`config.mk`:
```
export PLATFORM = sky130hd
export DESIGN_NAME = ls163_param_counter
export DESIGN_NICKNAME = d
export VERILOG_FILES = /design/src/rtl/ls163_param_counter.sv
export SDC_FILE = /design/constraint.sdc
export NUM_CORES = 1
export LEC_CHECK = 0
export CORE_AREA = 8 8 45 47
export DETAILED_ROUTE_END_ITERATION = 12
export DIE_AREA = 0 0 53 55
export SLEW_MARGIN = 15
export SYNTH_ARGS = -nofsm -noshare
export SYNTH_HDL_FRONTEND = slang
export SYNTH_SLANG_ARGS = --single-unit
```
`constraint.sdc`:
```
create_clock -name clk -period 2.9 [get_ports clk]
set_input_delay 0.58 -clock clk [delete_from_list [all_inputs] [get_ports clk]]
set_output_delay 0.58 -clock clk [all_outputs]
set_load 0.03 [all_outputs]
```
`src/rtl/ls163_param_counter.sv`:
```
// Synchronous presettable binary counter in the 74LS163/74LS169 style,
// parametrised over width, modulus and up/down capability, cascadable via enp/ent/rco.
module ls163_param_counter #(
    parameter int     WIDTH   = 4,
    parameter longint MODULUS = 16,
    parameter bit     UPDOWN  = 1'b1
) (
    input  logic             clk,
    input  logic             rst_n,
    input  logic             load_n,
    input  logic             enp,
    input  logic             ent,
    input  logic             up,
    input  logic [WIDTH-1:0] d,
    output logic [WIDTH-1:0] q,
    output logic             rco
);

    localparam longint           TERM_L = MODULUS - 64'sd1;
    localparam logic [WIDTH-1:0] TERM   = TERM_L[WIDTH-1:0];
    localparam logic [WIDTH-1:0] ZERO   = {WIDTH{1'b0}};
    localparam logic [WIDTH-1:0] ONE    = {{(WIDTH-1){1'b0}}, 1'b1};

    logic [WIDTH-1:0] q_r;
    logic [WIDTH-1:0] next_q_s;
    logic             dir_s;
    logic             count_en_s;

    assign dir_s      = UPDOWN ? up : 1'b1;
    assign count_en_s = enp & ent;

    // Next-state selection: load over count over hold; clear is applied in the register.
    always_comb begin
        next_q_s = q_r;
        if (!load_n) begin
            next_q_s = d;
        end else if (count_en_s) begin
            if (dir_s) begin
                // Out-of-range values (after a load of d >= MODULUS) also wrap to zero.
                next_q_s = (q_r >= TERM) ? ZERO : (q_r + ONE);
            end else begin
                next_q_s = (q_r == ZERO) ? TERM : (q_r - ONE);
            end
        end else begin
            next_q_s = q_r;
        end
    end

    // Count register with synchronous active-low clear.
    always_ff @(posedge clk) begin
        if (!rst_n) begin
            q_r <= ZERO;
        end else begin
            q_r <= next_q_s;
        end
    end

    assign q   = q_r;
    // Terminal count depends on direction; left combinational so cascades add no latency.
    assign rco = ent & (dir_s ? (q_r == TERM) : (q_r == ZERO));

endmodule

```
# After elaboration in Yosys (flattened, before gate mapping)
# Index checks and enable logic that the tools add are counted.
totals:
  reg_bits: 4
  input_bits: 10
  output_inout_bits: 5
  elab_cells: 15
classes:
  n_addsub: 2
  n_lt_le_gt_ge: 1
  n_eq_ne: 2
  mux: 6
  n_bitwise: 2
  reduce_logical: 1
ops:
  columns: ["cell", "n"]
  rows:
  - ["4-bit two-way mux", 5]
  - ["4-bit by 1-bit adder with 4-bit output, second input constant", 1]
  - ["4-bit == test, second input constant", 1]
  - ["4-bit greater-or-equal comparator, second input constant", 1]
  - ["4-bit logical NOT", 1]
  - ["4-bit by 1-bit subtractor with 4-bit output, second input constant", 1]
  - ["1-bit bitwise AND", 2]
  - ["2-bit by 1-bit != test with 1-bit output, second input constant", 1]
  - ["1-bit two-way mux", 1]

# Depth between registers and ports, before layout
logic_depth:
  depth_word: 5
  ltp_mapped: 7

# Least setup slack after synthesis
# OpenSTA, ideal clock, no wires.
synth_path:
  path_type: "register to output"
  startpoint: "register q_r[0] (netlist: q[0])"
  endpoint: "output port rco"
  arrival_time_ns: 1.584
  required_ns: 2.320
  slack_ns: 0.736
  path_stages_with_launch: 7
  n_path_buf: 1
  cell_sequence: "dfxtp_1 -> buf_2 -> inv_1 -> ha_1 -> or3b_1 -> o21ai_0 -> and2_1"
synth_via:
  elab_chain_len: 3
  word_cells_on_any_way: 4
synth_lines:
  columns: ["element", "line_no", "text"]
  rows:
  - ["start, declared", "24", "logic [WIDTH-1:0] q_r;"]
  - ["start signal, assigned", "54", "q_r <= next_q_s;"]
  - ["4-bit == test / 4-bit logical NOT (equally long branches)", "60", "assign rco = ent & (dir_s ? (q_r == TERM) : (q_r == ZERO));"]
  - ["1-bit two-way mux *", "60", null]
  - ["1-bit bitwise AND *", "60", null]
  - ["end, declared", "16", "output logic rco"]
# Mark *: on every way between the ends. The rest lies on a longest branch, timed or not.

# Final worst setup path
layout_path:
  startpoint: "input port up"
  endpoint: "output port rco"
layout_via:
  elab_chain_len: 2
layout_lines:
  columns: ["element", "line_no", "text"]
  rows:
  - ["start, declared", "13", "input logic up,"]
  - ["1-bit two-way mux", "60", null]
  - ["1-bit bitwise AND", "60", null]
# Every way passes these cells.

==> results.json <==
{
  "cts_setup_buffers": 0,
  "cts_made_buffers": 3,
  "syn_nets": 57,
  "worst-r2r-cell-count": 6,
  "dp_hpwl_um": 695,
  "finalHoldViolations": 0,
  "cp_top_family": "buffers and inverters",
  "status": "finished clean",
  "setup_viol": 0,
  "die_w_um": 53,
  "antenna_cells": 0,
  "grt_pass1_vias": 354,
  "synth-warning-count": 0,
  "netlist_top_cells_area": "dfxtp_1 23%, ha_1 7.1%, a31oi_1 5.4%, xnor2_1 5.0%, a21oi_1 4.3%",
  "max_freq_mhz": 394.2,
  "slew_violations": 0,
  "portBuffers": 14,
  "crit_slowest_cell": "clkdlybuf4s50_1",
  "die_area_um2": 2915,
  "cellPowerDensity_nw_per_um2": 407.1,
  "antenna_found_initial": 0,
  "grt_pass1_wl_um": 1476,
  "yosysTopAreaCell": "dfxtp_1",
  "cts_resized": 0,
  "cts_tree": "built",
  "via_count": 355,
  "detail-route-antenna-nets": 0,
  "worstPathRequired_ns": 2.32,
  "cp_data_arrival_time_ns": 1.96,
  "viasPerCell": 4.797,
  "rsz0062_at_grt": "no",
  "hp-class": "flop to flop",
  "reg2reg_from": "q[0]",
  "drtIter0Drc": 12,
  "timing.setup.tns_ns": 0,
  "crit_cells": 5,
  "period_minus_slack_ns": 2.537,
  "cp_max_fo": 7,
  "fill_cells": 149,
  "start_util_pct": 25.32,
  "grt_usage_pct": 6.656,
  "cts.clk_slew.worst_paths_ns": 0.04,
  "layout_common_cells": "13 x clkdlybuf4s50_1, 4 x dfxtp_1",
  "die_h_um": 55,
  "final_nets": 72,
  "synth_area_per_cell_um2": 7.785,
  "drtPass1Iterations": 4,
  "post-route-drc-count": 0,
  "worst_slew_pin_slew_ns": 0.3197,
  "regArea_um2": 80.08,
  "place.gp.congestion": 0.7327,
  "clk-insertion-delay-late_ns": 0.23,
  "area_growth_pct": 43.93,
  "slew_headroom_pct": 78.66,
  "ys_ff_latch": 4,
  "postCtsHoldBufs": 0,
  "post-route-util_pct": 36.44,
  "cellLeakagePower_nw": 0.1975,
  "finalClockSkew_ns": 0.003586,
  "mostFrequentLayoutCell": "clkdlybuf4s50_1",
  "largest_reg_flops": 4,
  "layout-drive-gt1-share_pct": 8.621,
  "critPathCapture": "rco",
  "synthCells": 45,
  "ios": 15,
  "crit_start": "up",
  "r2r_end": "q[3]",
  "wl_um": 881,
  "clockBufferDepth": 2,
  "cts.sinks": 4,
  "cts.htree.levels": 1,
  "root_buffer": "clkbuf_4",
  "end_kind": "primary output",
  "finalCritPeriodShare_pct": 87.47,
  "grt_max_degree": 11,
  "path_class": "primary input to primary output",
  "peakVddDrop_uv": 324.6,
  "path_cells": "clkdlybuf4s50_1, or3b_1, o21ai_0, and2_1, buf_4",
  "max-cap-violations": 0,
  "grt_overflow": 0,
  "cp-start-kind": "primary input",
  "ys_types": 25,
  "multi_input_area_um2": 236.5,
  "row_count": 14,
  "reg2reg_slack_ns": 1.35,
  "critPathMaxStageDelay_ns": 0.54,
  "synth_seq_area_share_pct": 22.86,
  "coreArea_um2": 1384,
  "wl_per_cell_um": 11.91,
  "yosys.area.top_type_share_pct": 22.86,
  "synth_area_um2": 350.3,
  "critPathBufInv": 2
}
cells by family after synthesis:
group           share of synthesized area (%)
mux                                     2.857
buf+inv                                 9.642
compound gates                          34.28
xor+xnor                                5.001
fa+ha+maj                               7.142
simple gates                            18.22
flops                                   22.86
worst min-delay path by stage:
stage,endpoint,from,cells after the start,slack [ns]
after global routing,q[3],q[3],2,0.69
after detailed placement,q[3],q[3],2,0.62
after CTS,q[3],q[3],2,0.63
after floorplan,q[3],q[3],2,0.70
final,q[3],q[3],2,0.63
after global placement,q[3],q[3],2,0.63
per-stage QoR:
step	cells	setup slack [ns]	hold WS, ns	cell area (um^2)	total power, mW
after floorplan	45	0.7356	0.7010	350.3	0.1132
after global placement	71	0.3823	0.6262	481.7	0.1393
after detailed placement	71	0.3626	0.6241	481.7	0.1388
after CTS	74	0.3583	0.6292	504.2	0.2082
after global routing	74	0.2757	0.6904	504.2	0.2219
final	74	0.3633	0.6327	504.2	0.2053
worst reg2reg max path, stage by stage, from the launching register on:
cell      delay, ns
dfxtp_1        0.49
inv_1          0.08
ha_1           0.23
o21ba_2        0.23
o21bai_1       0.05
a221oi_1       0.27
a211oi_1       0.07
report_power, final:
part           switching, mW  internal, mW  total, mW
clock network         0.0213        0.0462     0.0675
registers             0.0102        0.0599     0.0701
logic                 0.0314        0.0364     0.0677
cells in the mapped netlist:
cell	number
a21oi_1	3
nand2_1	3
xnor2_1	2
nand4_1	1
a21o_1	1
or3b_1	1
o21bai_1	1
and2_1	2
o21ba_2	1
a211oi_1	1
dfxtp_1	4
inv_1	2
o21ai_1	1
o21ai_0	3
o211a_1	1
o211ai_1	2
nor3_1	2
a221oi_1	1
a31oi_1	3
nor2_1	2
ha_1	2
nand3b_1	1
buf_6	1
mux2i_1	1
buf_2	3
layout make-up:
cell class	count	area share, %
Timing Repair Buffer	14	27.30
Tap cell	16	3.970
Clock buffer	3	4.466
Sequential cell	4	15.88
Multi-Input combinational cell	35	46.90
Inverter	2	1.489
layer usage:
layer	global-route usage (%)	vias up	wire, um
li1	-	191	-
met1	8.018	151	418
met2	9.766	13	427
met3	3.476	0	35
met4	2.586	0	0
met5	0	-	0
(Power assumes the default switching activity.)
